### src/rtl/perf_pkg.sv
// Shared register map, CTRL bit positions and event encoding for the
// Wishbone performance monitor.
package perf_pkg;
  localparam logic [11:0] CTRL_OFS     = 12'h000;
  localparam logic [11:0] STAT_OFS     = 12'h004;
  localparam logic [11:0] CFG_OFS      = 12'h008;
  localparam logic [11:0] CNT_BASE_OFS = 12'h100;

  localparam int CTRL_EN     = 0;
  localparam int CTRL_SNAP   = 1;
  localparam int CTRL_CLR    = 2;
  localparam int CTRL_IRQ_EN = 3;

  typedef enum logic [1:0] {EV_REQ, EV_ACK, EV_WAIT, EV_TXN} perf_ev_t;
endpackage

### src/rtl/perf_cnt.sv
// One live event counter plus its snapshot shadow.
// Priority: reset > clr > load > increment; snap only touches the shadow.
module perf_cnt
  import perf_pkg::*;
#(
  parameter int CNT_W    = 32,
  parameter bit SAT_MODE = 1'b0
) (
  input  logic             clk,
  input  logic             rst,
  input  logic             inc,
  input  logic             clr,
  input  logic             load,
  input  logic [CNT_W-1:0] load_val,
  input  logic             snap,
  output logic [CNT_W-1:0] live,
  output logic [CNT_W-1:0] shadow,
  output logic             ovf
);
  localparam logic [CNT_W-1:0] ONES = '1;
  localparam logic [CNT_W-1:0] ONE  = {{(CNT_W-1){1'b0}}, 1'b1};

  logic bump;
  assign bump = inc & ~clr & ~load;

  // Saturating counters flag on reaching all-ones, wrapping ones on rollover.
  if (SAT_MODE) begin : g_sat
    assign ovf = bump & (live == ONES - ONE);
  end else begin : g_wrap
    assign ovf = bump & (live == ONES);
  end

  always_ff @(posedge clk) begin
    if (rst || clr) begin
      live   <= '0;
      shadow <= '0;
    end else if (load) begin
      live   <= load_val;
      shadow <= load_val;
    end else begin
      if (snap) shadow <= live;
      if (inc && !(SAT_MODE && live == ONES)) live <= live + ONE;
    end
  end
endmodule

### src/rtl/perf_mon.sv
// Wishbone performance monitor: four event counters per watched master,
// with snapshot, clear, sticky overflow flags and an overflow interrupt.
module perf_mon
  import perf_pkg::*;
#(
  parameter int          N_MON    = 2,
  parameter int          CNT_W    = 32,
  parameter bit          SAT_MODE = 1'b0,
  parameter logic [31:0] BASE     = 32'h9900_0000
) (
  input  logic             wb_clk,
  input  logic             wb_rst,
  input  logic             wb_cyc,
  input  logic             wb_stb,
  input  logic             wb_we,
  input  logic [31:0]      wb_adr,
  input  logic [3:0]       wb_sel,
  input  logic [31:0]      wb_dat_o,
  output logic [31:0]      wb_dat_i,
  output logic             wb_ack,
  output logic             wb_rty,
  output logic             wb_err,
  input  logic [N_MON-1:0] mon_cyc,
  input  logic [N_MON-1:0] mon_stb,
  input  logic [N_MON-1:0] mon_ack,
  output logic             irq_o
);
  logic [N_MON-1:0][3:0][CNT_W-1:0] live, shadow;
  logic [N_MON-1:0][3:0]            ovf, inc, load;
  logic [4*N_MON-1:0]               ovf_flat, status;
  logic [N_MON-1:0]                 prev_cyc;
  logic                             en, irq_en;
  logic                             acc, hit, wr, ctrl_hit, stat_hit, cfg_hit, cnt_sel;
  logic                             snap_p, clr_p;
  logic [11:0]                      ofs;
  logic [2:0]                       cnt_m;
  logic [1:0]                       cnt_k;
  logic [31:0]                      rd;
  logic                             unused_ok;

  assign wb_rty    = 1'b0;
  assign wb_err    = 1'b0;
  assign unused_ok = ^{wb_sel, wb_adr[1:0], live};

  // Every strobe is acked exactly once, independent of address decode.
  assign acc      = wb_cyc & wb_stb & ~wb_ack;
  assign hit      = (wb_adr[31:12] == BASE[31:12]);
  assign ofs      = wb_adr[11:0];
  assign wr       = acc & wb_we & hit;
  assign ctrl_hit = hit && (ofs[11:2] == CTRL_OFS[11:2]);
  assign stat_hit = hit && (ofs[11:2] == STAT_OFS[11:2]);
  assign cfg_hit  = hit && (ofs[11:2] == CFG_OFS[11:2]);
  assign cnt_m    = ofs[6:4];
  assign cnt_k    = ofs[3:2];
  assign cnt_sel  = hit && (ofs[11:7] == CNT_BASE_OFS[11:7]) && (32'(cnt_m) < N_MON);
  assign snap_p   = wr & ctrl_hit & wb_dat_o[CTRL_SNAP];
  assign clr_p    = wr & ctrl_hit & wb_dat_o[CTRL_CLR];
  assign ovf_flat = ovf;

  for (genvar m = 0; m < N_MON; m++) begin : g_mon
    assign inc[m][EV_REQ]  = en & mon_cyc[m] & mon_stb[m];
    assign inc[m][EV_ACK]  = en & mon_ack[m];
    assign inc[m][EV_WAIT] = en & mon_cyc[m] & mon_stb[m] & ~mon_ack[m];
    assign inc[m][EV_TXN]  = en & mon_cyc[m] & ~prev_cyc[m];
    for (genvar k = 0; k < 4; k++) begin : g_ev
      assign load[m][k] = wr & cnt_sel & (cnt_m == 3'(m)) & (cnt_k == 2'(k));
      perf_cnt #(.CNT_W(CNT_W), .SAT_MODE(SAT_MODE)) u_cnt (
        .clk      (wb_clk),
        .rst      (wb_rst),
        .inc      (inc[m][k]),
        .clr      (clr_p),
        .load     (load[m][k]),
        .load_val (wb_dat_o[CNT_W-1:0]),
        .snap     (snap_p),
        .live     (live[m][k]),
        .shadow   (shadow[m][k]),
        .ovf      (ovf[m][k])
      );
    end
  end

  always_comb begin
    rd = '0;
    if (ctrl_hit)      rd = 32'({irq_en, 2'b00, en});
    else if (stat_hit) rd = 32'(status);
    else if (cfg_hit)  rd = {8'd0, SAT_MODE, 7'd0, 8'(CNT_W), 8'(N_MON)};
    else if (cnt_sel) begin
      for (int m = 0; m < N_MON; m++)
        for (int k = 0; k < 4; k++)
          if (cnt_m == 3'(m) && cnt_k == 2'(k)) rd = 32'(shadow[m][k]);
    end
  end

  always_ff @(posedge wb_clk) begin
    if (wb_rst) begin
      wb_ack   <= 1'b0;
      wb_dat_i <= '0;
      en       <= 1'b0;
      irq_en   <= 1'b0;
      status   <= '0;
      irq_o    <= 1'b0;
      prev_cyc <= '0;
    end else begin
      wb_ack   <= acc;
      wb_dat_i <= acc ? rd : '0;
      prev_cyc <= mon_cyc;
      irq_o    <= irq_en & (|status);
      if (wr && ctrl_hit) begin
        en     <= wb_dat_o[CTRL_EN];
        irq_en <= wb_dat_o[CTRL_IRQ_EN];
      end
      // New overflows are OR'ed in after the clear so a coincident set wins.
      status <= (status & ~((wr && stat_hit) ? wb_dat_o[4*N_MON-1:0] : '0)) | ovf_flat;
    end
  end
endmodule
### config.mk
export PLATFORM = sky130hd
export DESIGN_NAME = perf_mon
export DESIGN_NICKNAME = d
export VERILOG_FILES = /design/src/rtl/perf_pkg.sv /design/src/rtl/perf_cnt.sv /design/src/rtl/perf_mon.sv
export SDC_FILE = /design/constraint.sdc
export NUM_CORES = 2
export LEC_CHECK = 0
export BUFFER_PORTS_ARGS = -buffer_cell sky130_fd_sc_hd__buf_4
export CAP_MARGIN = 10
export CORE_MARGIN = 3
export CORE_UTILIZATION = 54
export DETAILED_ROUTE_END_ITERATION = 12
export PLACE_DENSITY = 0.74
export SETUP_SLACK_MARGIN = 0.15
export SLEW_MARGIN = 30
export SYNTH_ARGS = -nofsm -noshare
export SYNTH_HDL_FRONTEND = slang
export SYNTH_SLANG_ARGS = --single-unit
### constraint.sdc
create_clock -name wb_clk -period 3.6 [get_ports wb_clk]
set_input_delay 0 -clock wb_clk [delete_from_list [all_inputs] [get_ports wb_clk]]
set_output_delay 0 -clock wb_clk [all_outputs]
set_load 0.02 [all_outputs]
Word-level counts from Yosys, hierarchy flattened
Cells that the tools add are included.
{"block": "totals", "ff_bits": 558, "input_bits": 79, "out_inout_bits": 36, "elab_cells": 208}
{"block": "classes", "n_addsub": 8, "order_cmp": 1, "eq_ne": 16, "mux": 45, "bitwise_logic": 72, "reduce_logical": 40}
{"cell": "$mux 32", "count": 40}
{"cell": "$add 32x1->32 const B", "count": 8}
{"cell": "$eq 32x32->1 const B", "count": 8}
{"cell": "$and 1x1->1", "count": 53}
{"cell": "$reduce_bool 2->1", "count": 16}
{"cell": "$mux 14", "count": 2}
{"cell": "$eq 20x20->1 const B", "count": 1}
{"cell": "$mux 8", "count": 2}
{"cell": "$not 1->1", "count": 16}
{"cell": "$logic_and 1x1->1", "count": 15}
{"cell": "$eq 10x1->1 const B", "count": 1}
{"cell": "$eq 10x2->1 const B", "count": 1}
{"cell": "$logic_not 10->1", "count": 1}
{"cell": "$and 8x8->8", "count": 1}
{"cell": "$not 8->8", "count": 1}
{"cell": "$or 8x8->8", "count": 1}
{"cell": "$reduce_or 8->1", "count": 1}
{"cell": "$reduce_or 6->1", "count": 1}
{"cell": "$eq 5x2->1 const B", "count": 1}
{"cell": "$eq 2x2->1 const B", "count": 2}
{"cell": "$mux 4", "count": 1}
{"cell": "$reduce_or 4->1", "count": 1}
{"cell": "$eq 3x1->1 const B", "count": 1}
{"cell": "$logic_not 3->1", "count": 1}
{"cell": "6 further kinds", "count": 6}

Depth between registers and ports, before layout
{"block": "depth", "word_depth": 14, "depth_mapped": 9, "mapped_depth_nobuf": 7}

Modules after synthesis
From an unflattened synthesis, not the netlist that was laid out.
{"block": "hier_totals", "cells_unflattened": 3239, "area_unflattened_um2": 28533.6}
{"mod": "perf_cnt", "instances": 8, "cells_each": 349, "area_per_inst_um2": 3086.7, "seq_area_each_um2": 1281.2}
{"mod": "perf_mon", "instances": 1, "cells_each": 447, "area_per_inst_um2": 3839.9, "seq_area_each_um2": 920.9}

Least setup slack after synthesis
Ideal clock, no wire load.
{"block": "synth_path", "path_kind": "register to register", "from": "reg wb_ack", "to": "reg g_mon[1].g_ev[3].u_cnt.shadow[17]", "setup_ps": 74, "t_arrival_ps": 2013, "required_time_ps": 3526, "setup_slack_ps": 1513, "path_stages_with_launch": 9, "path_buffers": 2, "period_less_slack_ps": 2087, "cell_sequence": "dfxtp_1 and4b_1 and4_1 and3_1 clkbuf_1 nor2_1 clkbuf_1 nand2_1 a31oi_1"}
{"block": "synth_between", "elab_chain_cells": 8, "elab_cells_between_ends": 13, "classes_between": "mux (1); bitwise (10); reduce/logical (2)"}
{"item": "from (decl)", "line_no": "perf_mon.sv:20", "rtl": "output logic wb_ack,"}
{"item": "from (signal assigned)", "line_no": "perf_mon.sv:96", "rtl": "wb_ack <= 1'b0;"}
{"item": "from (signal assigned)", "line_no": "perf_mon.sv:104", "rtl": "wb_ack <= acc;"}
{"item": "$not 1->1 (*)", "line_no": "perf_mon.sv:46", "rtl": "assign acc = wb_cyc & wb_stb & ~wb_ack;"}
{"item": "$and 1x1->1 (*)", "line_no": "perf_mon.sv:46"}
{"item": "$and 1x1->1 (*) (2 in series)", "line_no": "perf_mon.sv:49", "rtl": "assign wr = acc & wb_we & hit;"}
{"item": "$and 1x1->1 (3 in series)", "line_no": "perf_mon.sv:66", "rtl": "assign load[m][k] = wr & cnt_sel & (cnt_m == 3'(m)) & (cnt_k == 2'(k));"}
{"item": "$mux 32 / $reduce_bool 2->1 (equally long branches)"}
{"item": "to (signal assigned)", "line_no": "perf_cnt.sv:39", "rtl": "shadow <= load_val;"}
{"item": "to (signal assigned)", "line_no": "perf_cnt.sv:41", "rtl": "if (snap) shadow <= live;"}
{"item": "to (decl)", "line_no": "perf_cnt.sv:17", "rtl": "output logic [CNT_W-1:0] shadow,"}
Every way passes the cells marked *; elsewhere a longest branch is shown, timed or not.
A chain may end at the register's enable or synchronous reset.

Final worst setup path
{"block": "layout_path", "from": "reg wb_ack", "to": "reg g_mon[1].g_ev[3].u_cnt.shadow[24]"}
The elaborated chain is that of the path after synthesis.

==> metrics.md <==
| Metric | Value |
|---|---|
| Status | completed |
| Cells after Synth | 3,284 |
| Vias in the first global route | 24,940 |
| Final setup violation count | 0 |
| Post-DRT Antenna Nets | 0 |
| Syn Area/Cell | 8.180 um^2 |
| Synth Flop Type | dfxtp_1 |
| Antenna diodes | 0 |
| WP data required | 4.09 ns |
| Largest net degree at the start of global routing | 78 |
| Class of the worst hold path | input port to flip-flop |
| Register area share after synthesis | 0.4159 |
| Initial DRT Pass Iterations | 7 |
| Die Ht | 229.0 um |
| Startpoint Class | flip-flop |
| Floorplan core area | 49,050 um^2 |
| Worst-Margin Slew | 0.9712 ns |
| CTS Sinks | 558 |
| Routed WL per cell | 23.80 um |
| Crit Path Class | flip-flop to flip-flop |
| Critical path endpoint category | flip-flop |
| Std cell rows | 81 |
| Critical Path Most Common Cell | buf_4 |
| Yosys top cell area share | 0.4159 |
| Pleak | 9.956 nW |
| Asr flop ratio synth | 0 |
| Initial antenna violation count | 0 |
| Total GRT Usage | 0.3510 |
| Achievable clock frequency | 350.1 MHz |
| Reg clk slew, reported paths | 0.06 ns |
| RR Startpoint | wb_ack |
| Max incr delay on CP | 0.43 ns |
| Post-DP HPWL | 66,230 um |
| Pwr/cell area | 426.4 nW/um^2 |
| Synth cell types | 73 |
| Overall die area | 52,460 um^2 |
| Root buffer cell | clkbuf_16 |
| Max cap viols | 0 |
| CTS buffer count | 58 |
| Worst hold start | wb_we |
| Reg2reg end | g_mon[1].g_ev[3].u_cnt.shadow[24] |
| Buffers & Inverters on Critical Path | 3 |
| RSZ-0062 raised after global routing | no |
| Chip width | 229.0 um |
| Clock Tree Buf Depth | 3 |
| CP max stage cell | buf_4 |
| Gp weighted congestion | 0.9680 |
| Avg Vias per Cell | 6.536 |
| Global-route wire length before repair | 145,800 um |
| DP Worst Slack | 0.8345 ns |
| Initial core utilization | 0.5476 |
| # resized after CTS | 0 |
| Cells on Worst Hold Path | 5 |
| Fin. max-slew vios | 0 |
| Layout cells sized above 1 | 0.09976 |
| Detailed-route via count | 26,290 |
| Port bufs | 106 |
| Cells on worst reg2reg path | 9 |
| Min-Delay Endpoint | en |
| Crit path time final | 2.856 ns |
| Skew final | 0.01848 ns |
| Layout area overhead | 13.98% |
| Setup slack after layout | 0.7436 ns |
| I/O pin cnt | 115 |
| Post-Route WL | 95,730 um |
| CTS tree | built |
| Setup total negative slack | 0 ns |
| Layout Nets | 3,396 |
| R2r setup slk | 0.74 ns |
| Post-synth top area cell | dfxtp_1 |
| EDFF count, synth | 0 |
| Data arrival, critical path | 3.34 ns |
| Rel. slew slack | 0.3502 |
| Syn. warnings | 0 |
| DRC Markers | 0 |
| Synthesized area | 26,860 um^2 |
| Total congestion overflow | 0 |
| Iter 0 DRT Violations | 3,093 |
| Max IR drop VDD | 0.0003466 V |
| Largest cells by area after synthesis | dfxtp_1 42%, a21oi_1 7.2%, a22oi_1 6.7%, nand2_1 5.8%, xor2_1 4.5% |
| Synthesized flop and latch total | 558 |
| Clk_lat worst skew | 0.62 ns |
| Largest delay share family, worst path | simple AND/OR/NAND/NOR gates |
| Critical Path Fanout Max | 37 |
| Tcrit/Tclk final | 0.7935 |
| Max H-tree Level | 2 |
| Final Hold Vio Count | 0 |
| Crit-path cells | and4b_1 -> nand4_2 -> nor4_4 -> buf_4 -> buf_4 -> buf_4 -> nor3b_1 -> a21oi_1 -> a21oi_1 |
## stage by stage
stage / instance area, um^2 / cells / total power, mW / hold slack (ns) / util
finish: 30620 / 4022 / 13.06 / 0.02560 / 0.6242
global route: 30620 / 4022 / 13.37 / 0.05709 / 0.6242
CTS: 30620 / 4022 / 13.07 / 0.001469 / 0.6242
detailed placement: 28120 / 3865 / 6.812 / 0.2495 / 0.5734
global placement: 28120 / 3865 / 6.806 / 0.2438 / 0.5734
floorplan: 26870 / 3285 / 6.580 / 0.1102 / -
## synthesized netlist by cell type (all sizes together) (10+ instances only)
master / instances
nor3: 47
buf: 104
or3: 11
a221oi: 27
nand2: 417
mux2i: 22
nor2: 239
nor2b: 10
nand3: 109
nand4: 91
clkbuf: 175
xor2: 138
a31oi: 48
xnor2: 90
o22ai: 19
nor4: 23
and2: 22
a21oi: 384
and3: 55
dfxtp: 558
and4: 35
inv: 36
o21ai: 139
a222oi: 24
a22oi: 238
a211oi: 118
## metal layers
metal	up-vias	track usage	wire (um)
met1	12620	0.4555	37420
met3	250	0.07575	10340
met5	-	0	0
met2	1363	0.5660	43740
met4	0	0.1508	4235
li1	12050	-	-
## cells in the final DEF (no fill, tap or decap), types with 8 or more instances in the layout
cell	instances
a211oi_1	118
a21oi_1	383
a221o_1	8
a221oi_1	27
a222oi_1	24
a22oi_1	238
a31oi_1	48
and2_1	22
and3_1	55
and4_1	35
buf_12	9
buf_4	186
clkbuf_1	16
clkbuf_16	61
clkbuf_8	18
clkinv_2	8
dfxtp_1	558
dlygate4sd3_1	48
ha_1	8
inv_1	36
mux2i_1	22
nand2_1	416
nand3_1	105
nand4_1	89
nor2_1	225
nor2_2	14
nor2b_1	10
nor3_1	45
nor4_1	13
o211ai_1	9
o21ai_0	136
o22ai_1	19
or3_1	11
xnor2_1	90
xor2_1	138
## area by class of cell
type                            instances  area, um^2
Fill cell                            4323       18440
Multi-Input combinational cell       2412       14410
Sequential cell                       558       11170
Timing Repair Buffer                  243        2057
Clock buffer                           95        1834
Tap cell                              664       830.8
Clock inverter                         14       177.7
Inverter                               36       135.1
## repair_timing
item / 4_1_cts / 5_1_grt
buffers inserted: 0 / 0
hold buffers: 48 / 0
hold endpoints to repair: 525 / 0
## kinds of logic after synthesis
family / count (synthesis) / share of synthesized area
and+or+nand+nor: 1086 / 0.1934
AOI/OAI and AO/OA: 1064 / 0.2517
muxes: 24 / 0.009036
buffers and inverters: 315 / 0.05184
DFF: 558 / 0.4159
other: 1 / 0.0001396
xor gates and xnor gates: 228 / 0.07434
adders and majority gates: 8 / 0.003726
## worst max-delay path by stage
| stage | start | depth (start not counted) | slack (ns) | end |
|---|---|---|---|---|
| 6_report | wb_ack | 9 | 0.74 | g_mon[1].g_ev[3].u_cnt.shadow[24] |
| 3_3_place_gp | wb_ack | 8 | 0.84 | g_mon[1].g_ev[2].u_cnt.shadow[31] |
| 3_5_place_dp | wb_ack | 8 | 0.83 | g_mon[1].g_ev[2].u_cnt.shadow[31] |
| 4_1_cts | wb_ack | 9 | 0.82 | g_mon[1].g_ev[3].u_cnt.shadow[24] |
| 2_1_floorplan | wb_ack | 8 | 1.51 | g_mon[1].g_ev[3].u_cnt.shadow[17] |
| 5_1_grt | wb_ack | 9 | 0.61 | g_mon[1].g_ev[3].u_cnt.shadow[24] |
## power breakdown
part,leakage (nW),internal [mW],switching (mW)
clock network,0.996,3.75,2.57
registers,4.49,6.17,0.000860
logic,4.47,0.163,0.399
total,9.96,10.1,2.97
## registers in the layout, summed over array words and instances, names as in the netlist
name	cells
prev_cyc	2
en	1
irq_o	1
g_mon.g_ev.u_cnt.live	256
wb_ack	1
g_mon.g_ev.u_cnt.shadow	256
wb_dat_i	32
irq_en	1
status	8
## worst min-delay path: cells and delay by family
kind	cells	cell delay (ns)
muxes	1	0.15
buffers and inverters	1	0.11
and+or+nand+nor	3	0.35
Power figures use the tool's default switching activity.
